**src/rtl/mio_pkg.sv**
```systemverilog
// Shared definitions for the MIO bus responder: FSM encoding, peripheral map, region decode.
// Latency: none (types, constants and a pure decode function only).
// Backpressure: none.
package mio_pkg;

  typedef enum logic [1:0] {
    IDLE   = 2'd0,
    ACCESS = 2'd1,
    DONE   = 2'd2
  } state_t;

  typedef enum logic [1:0] {
    REG_RAM = 2'd0,
    REG_LED = 2'd1,
    REG_CNT = 2'd2
  } region_t;

  localparam logic [3:0] PERIPH_BASE = 4'hF;
  localparam logic       LED_SEL     = 1'b0;
  localparam logic       CNT_SEL     = 1'b1;

  // The top nibble picks the peripheral window; bit 2 picks the device within it.
  function automatic region_t decode_region(input logic [3:0] top_nibble, input logic sel_bit);
    region_t r;
    r = REG_RAM;
    if (top_nibble == PERIPH_BASE) begin
      r = (sel_bit == CNT_SEL) ? REG_CNT : REG_LED;
    end
    return r;
  endfunction

endpackage

```
**src/rtl/mio_counter.sv**
```systemverilog
// 32-bit free-running counter with synchronous load; wraps 32'hFFFFFFFF -> 0.
// Latency: load value visible the cycle after load_en.
// Backpressure: none; load wins over the increment on the same edge.
module mio_counter (
  input  logic        clk,
  input  logic        rst_n,
  input  logic        load_en,
  input  logic [31:0] load_val,
  output logic [31:0] cnt
);

  always_ff @(posedge clk or negedge rst_n) begin
    if (!rst_n) begin
      cnt <= 32'h0;
    end else if (load_en) begin
      cnt <= load_val;
    end else begin
      cnt <= cnt + 32'd1;
    end
  end

endmodule

```
**src/rtl/mio_bus_responder.sv**
```systemverilog
// CPU memory/IO responder decoding RAM, LED/switch port and counter.
// Latency: MIO_ready and read data WAIT_CYCLES+1 cycles after the request is sampled.
// Backpressure: CPU holds CPU_MIO until MIO_ready; dropping it during ACCESS aborts.
module mio_bus_responder
  import mio_pkg::*;
#(
  parameter int WAIT_CYCLES = 2,
  parameter int RAM_AW      = 10
) (
  input  logic              clk,
  input  logic              rst_n,
  input  logic              CPU_MIO,
  input  logic              mem_w,
  input  logic [31:0]       addr_bus,
  input  logic [31:0]       Cpu_data2bus,
  output logic [31:0]       Cpu_data4bus,
  output logic              MIO_ready,
  output logic [RAM_AW-1:0] ram_addr,
  output logic [31:0]       ram_din,
  output logic              ram_we,
  input  logic [31:0]       ram_dout,
  input  logic [15:0]       sw,
  output logic [15:0]       led
);

  localparam int WAIT_W = 4;

  state_t            state_q, state_d;
  region_t           region;
  logic [WAIT_W-1:0] wait_q;
  logic [31:0]       rdata_q;
  logic [31:0]       rd_mux;
  logic [31:0]       cnt;
  logic [15:0]       led_q;
  logic              latch_rd;
  logic              wr_commit;
  logic              cnt_load;
  logic              unused_addr_bits;

  assign region           = decode_region(addr_bus[31:28], addr_bus[2]);
  assign ram_addr         = addr_bus[RAM_AW+1:2];
  assign ram_din          = Cpu_data2bus;
  assign unused_addr_bits = ^{addr_bus[27:RAM_AW+2], addr_bus[1:0]};

  always_ff @(posedge clk or negedge rst_n) begin
    if (!rst_n) begin
      state_q <= IDLE;
    end else begin
      state_q <= state_d;
    end
  end

  // Only DONE produces the strobe and the write commit, so outputs stay glitch-free.
  always_comb begin
    state_d   = state_q;
    latch_rd  = 1'b0;
    wr_commit = 1'b0;
    MIO_ready = 1'b0;
    case (state_q)
      IDLE: begin
        if (CPU_MIO) state_d = ACCESS;
      end
      ACCESS: begin
        if (!CPU_MIO) begin
          state_d = IDLE;
        end else if (wait_q == '0) begin
          latch_rd = 1'b1;
          state_d  = DONE;
        end
      end
      DONE: begin
        MIO_ready = 1'b1;
        wr_commit = mem_w;
        state_d   = IDLE;
      end
      default: state_d = IDLE;
    endcase
  end

  always_ff @(posedge clk or negedge rst_n) begin
    if (!rst_n) begin
      wait_q <= '0;
    end else if (state_q == IDLE && CPU_MIO) begin
      wait_q <= WAIT_W'(WAIT_CYCLES - 1);
    end else if (state_q == ACCESS && wait_q != '0) begin
      wait_q <= wait_q - 1'b1;
    end
  end

  always_comb begin
    rd_mux = ram_dout;
    case (region)
      REG_LED: rd_mux = {16'h0, sw};
      REG_CNT: rd_mux = cnt;
      default: rd_mux = ram_dout;
    endcase
  end

  always_ff @(posedge clk or negedge rst_n) begin
    if (!rst_n) begin
      rdata_q <= 32'h0;
    end else if (latch_rd) begin
      rdata_q <= rd_mux;
    end
  end

  always_ff @(posedge clk or negedge rst_n) begin
    if (!rst_n) begin
      led_q <= 16'h0;
    end else if (wr_commit && region == REG_LED) begin
      led_q <= Cpu_data2bus[15:0];
    end
  end

  assign cnt_load     = wr_commit && (region == REG_CNT);
  assign ram_we       = wr_commit && (region == REG_RAM);
  assign led          = led_q;
  assign Cpu_data4bus = (MIO_ready && !mem_w) ? rdata_q : 32'h0;

  mio_counter u_counter (
    .clk      (clk),
    .rst_n    (rst_n),
    .load_en  (cnt_load),
    .load_val (Cpu_data2bus),
    .cnt      (cnt)
  );

endmodule

```
**config.mk**
```make
export PLATFORM = sky130hd
export DESIGN_NAME = mio_bus_responder
export DESIGN_NICKNAME = d
export VERILOG_FILES = /design/src/rtl/mio_pkg.sv /design/src/rtl/mio_counter.sv /design/src/rtl/mio_bus_responder.sv
export SDC_FILE = /design/constraint.sdc
export NUM_CORES = 1
export LEC_CHECK = 0
export CAP_MARGIN = 10
export CORE_ASPECT_RATIO = 0.9
export CORE_MARGIN = 4
export CORE_UTILIZATION = 48
export DETAILED_ROUTE_END_ITERATION = 10
export MAX_ROUTING_LAYER = met4
export PLACE_DENSITY_LB_ADDON = 0.3
export SLEW_MARGIN = 10
export SYNTH_ARGS = -nofsm -noshare
export SYNTH_HDL_FRONTEND = slang
export SYNTH_HIERARCHICAL = 1
export SYNTH_SLANG_ARGS = --single-unit
```
**constraint.sdc**
```tcl
create_clock -name clk -period 4.73 [get_ports clk]
set_input_delay 0.473 -clock clk [delete_from_list [all_inputs] [get_ports clk]]
set_output_delay 0.473 -clock clk [all_outputs]
set_load 0.01 [all_outputs]
```
==> out/qor_table.md <==
| Parameter | This run | Unit |
|:---|:---|:---|
| Status | finished, final reports clean | - |
| Data required time of the critical path | 4.26 | ns |
| Core region area | 10400 | um^2 |
| Starting Density | 50.1 | % |
| X dimension of the die | 118 | um |
| DR DRC count | 0 | - |
| Post-synthesis share of cell area spent on and, or, nand and nor gates | 17.3 | % |
| Proportion of netlist area held by the largest area contributor | 41.2 | % |
| Type of the worst setup path | register to output port | - |
| Number of flops mapped to enable cells by yosys | 0 | - |
| DP Wirelength | 9940 | um |
| Cell area after synthesis | 5220 | um^2 |
| Adder and majority cell fraction of the synthesized area | 0.480 | % |
| Max Cap Violations | 0 | - |
| CTS Buf Count | 9 | - |
| Wire length per cell after detailed routing | 18.0 | um |
| Count of TritonRoute iterations in the first routing pass | 5 | - |
| Number of max-slew violations in the final report | 0 | - |
| Post-detailed-routing wire length | 13700 | um |
| Static power due to leakage | 2.86 | nW |
| Synth Net Count | 625 | - |
| Vias in the first global route | 4281 | - |
| Number of vias after detailed routing | 4166 | - |
| Fin Setup TNS | 0 | ns |
| Post-cts repair resize count | 0 | - |
| Pin count of the biggest net entering global routing | 45 | - |
| Number of core rows | 35 | - |
| Port Buf Inserts | 171 | - |
| Clock net sink count | 86 | - |
| Vias per cell | 5.49 | - |
| Sequential cell area | 2150 | um^2 |
| Count of H-tree levels built during CTS | 3 | - |
| Biggest area contributors in the synthesized netlist | sky130_fd_sc_hd__dfrtp_1, sky130_fd_sc_hd__mux2_2, sky130_fd_sc_hd__buf_4 | - |
| Final estimated routing congestion in global placement | 0.862 | - |
| Number of flip-flops and latches in the synthesized netlist | 86 | - |
| Power per cell area | 335 | nW/um^2 |
| Most common cell after layout, fill and taps aside | sky130_fd_sc_hd__clkdlybuf4s50_1 | - |
| Relative slew slack | 32.7 | % |
| Fraction of the mapped netlist area in compound gates | 5.18 | % |
| Largest family of logic cells by synthesized area | multiplexers | - |
| Fraction of final layout cells with drive strength greater than 1 | 18.3 | % |
| Measured slew at the worst slew-check pin | 1.00 | ns |
| Slowest cell delay on critical path | 0.61 | ns |
| Most frequent cells in the layout | sky130_fd_sc_hd__clkdlybuf4s50_1, sky130_fd_sc_hd__dfrtp_1, sky130_fd_sc_hd__mux2_2 | - |
| Worst path arrival time | 2.34 | ns |
| Inst Count DP | 743 | - |
| Antenna Diode Count | 0 | - |
| Synthesis Warnings | 6 | - |
| Post-synth top area cell | sky130_fd_sc_hd__dfrtp_1 | - |
| Cell with the largest stage delay on the worst path | sky130_fd_sc_hd__nor2b_4 | - |
| First-pass GRT wire length | 22100 | um |
| Fmax | 355 | MHz |
| Height of the chip | 107 | um |
| Area added between synthesis and finish | 33.4 | % |
| Clock-pin slew on the worst setup and hold paths | 0.07 | ns |
| Worst Hold Class | primary input to asynchronous set/reset pin | - |
| Number of endpoints with negative hold slack in the final report | 0 | - |
| All-layer global routing usage | 22.4 | % |
| CP Launch Type | register | - |
| Maximum count of clock buffers along a single path | 2 | - |
| Nature of the critical path endpoint | output port | - |
| Worst-skew pair later-pin latency | 0.33 | ns |
| CTS root buffer | sky130_fd_sc_hd__clkbuf_16 | - |
| Number of hold buffers added after cts | 0 | - |
| Total global routing overflow | 0 | - |
| # nets final | 743 | - |
| R2r startpoint | u_counter/cnt[0] | - |
| Setup Viol. Count Final | 0 | - |
| Proportion of synthesized area in mux cells | 22.2 | % |
| Number of distinct library cells after synthesis | 38 | - |
| TritonCTS clock tree | yes | - |
| CP max FO | 32 | - |
| Clock period minus worst slack | 2.82 | ns |
| Post-route clock period utilization | 59.5 | % |
| Number of design-rule violations left by the first detailed-router iteration | 134 | - |
| Worst clock skew | 0.00628 | ns |
| Area of the die | 12600 | um^2 |
| Total setup buffers inserted after CTS | 0 | - |
| Initial antenna violation count | 0 | - |
| Boundary pin count | 208 | - |
| Area used by multi-input combinational logic | 2490 | um^2 |
| Maximum vdd ir drop | 0.206 | mV |
| Critical path startpoint | state_q[1] | - |
| Share of the yosys chip area belonging to registers | 41.2 | % |
| Post-synthesis area per instance | 10.3 | um^2 |
| Main synth FF type | sky130_fd_sc_hd__dfrtp_1 | - |
| Final cell count without fillers | 759 | - |
| Critical path cell sequence | nor2b_1, nor2b_4, and2_1, clkdlybuf4s50_1 | - |
| Share of async-settable or async-resettable flops after synthesis | 100 | % |
| Unrepaired setup endpoints after global routing | no | - |
| Fillers | 833 | - |
| Xor/xnor share of the synthesized area | 2.35 | % |
| Gate count after technology mapping | 507 | - |
| Final ANT Viol Nets | 0 | - |
==> metal layers <==
layer,vias to the layer above,GRT usage [%],share of wire [%]
met5,-,-,0
met4,0,5.61,1.3
met3,20,5.22,5.5
met2,154,37.0,50
met1,2025,28.3,43
li1,1967,-,-
==> metrics by stage <==
stage               hold WS, ns  cell area, um^2  setup slack [ns]  total power (W)  util, %
floorplan                 0.177             5220              2.64          0.00141        -
global placement          0.476             6650              1.54          0.00158     63.8
detailed placement        0.485             6650              1.54          0.00162     63.8
CTS                       0.146             6960              1.47          0.00236     66.7
global route              0.163             6960              1.68          0.00247     66.8
finish                    0.124             6960              1.91          0.00233     66.8
==> synth_stat cells (7+ instances only) <==
library cell,count
sky130_fd_sc_hd__a31oi_1,14
sky130_fd_sc_hd__and2_1,33
sky130_fd_sc_hd__buf_4,43
sky130_fd_sc_hd__clkbuf_1,14
sky130_fd_sc_hd__dfrtp_1,86
sky130_fd_sc_hd__inv_1,28
sky130_fd_sc_hd__mux2_2,69
sky130_fd_sc_hd__mux2_4,12
sky130_fd_sc_hd__mux2i_1,19
sky130_fd_sc_hd__nand2_1,45
sky130_fd_sc_hd__nand3_1,15
sky130_fd_sc_hd__nand4_1,7
sky130_fd_sc_hd__nor2_1,17
sky130_fd_sc_hd__o21ai_0,20
sky130_fd_sc_hd__o31ai_1,9
sky130_fd_sc_hd__or4_1,14
sky130_fd_sc_hd__xnor2_1,11
==> final cells by class <==
type	count	area share (%)
clock buffer	10	3.43
clock inverter	6	0.988
inverter	28	1.51
multi-input combinational	324	35.8
sequential	86	30.9
tap	129	2.32
timing repair buffer	176	25.0
==> report_power, final <==
group | internal [W] | switching, W
logic | 0.000337 | 0.000193
registers | 0.000927 | 0.000149
clock network | 0.000428 | 0.000299
==> registers in the layout, summed over array words and instances (netlist names) <==
name	cells
led	16
rdata_q	32
state_q	2
u_counter/cnt	32
wait_q	4
==> kinds of logic after synthesis <==
| group | after synthesis |
|---|---|
| flops | 86 |
| fa+ha+maj | 2 |
| compound gates | 45 |
| buf+inv | 97 |
| simple gates | 162 |
| xor+xnor | 14 |
| mux | 101 |
==> critical path: cells and delay by family, from the launching register on <==
family,cells,cell delay [ns]
simple gates,3,1.05
flops,1,0.41
buf+inv,1,0.54
==> worst paths after layout <==
kind | end | slack, ns | cells after the start
max reg2reg | u_counter/cnt[28] | 2.36 | 5
min in group clk | rdata_q[14] | 0.50 | 1
max in group asynchronous | u_counter/cnt[9] | 3.63 | 2
min | u_counter/cnt[24] | 0.12 | 1
min reg2reg | rdata_q[14] | 0.50 | 1
max | Cpu_data4bus[7] | 1.91 | 4
Power figures use the tool's default switching activity.
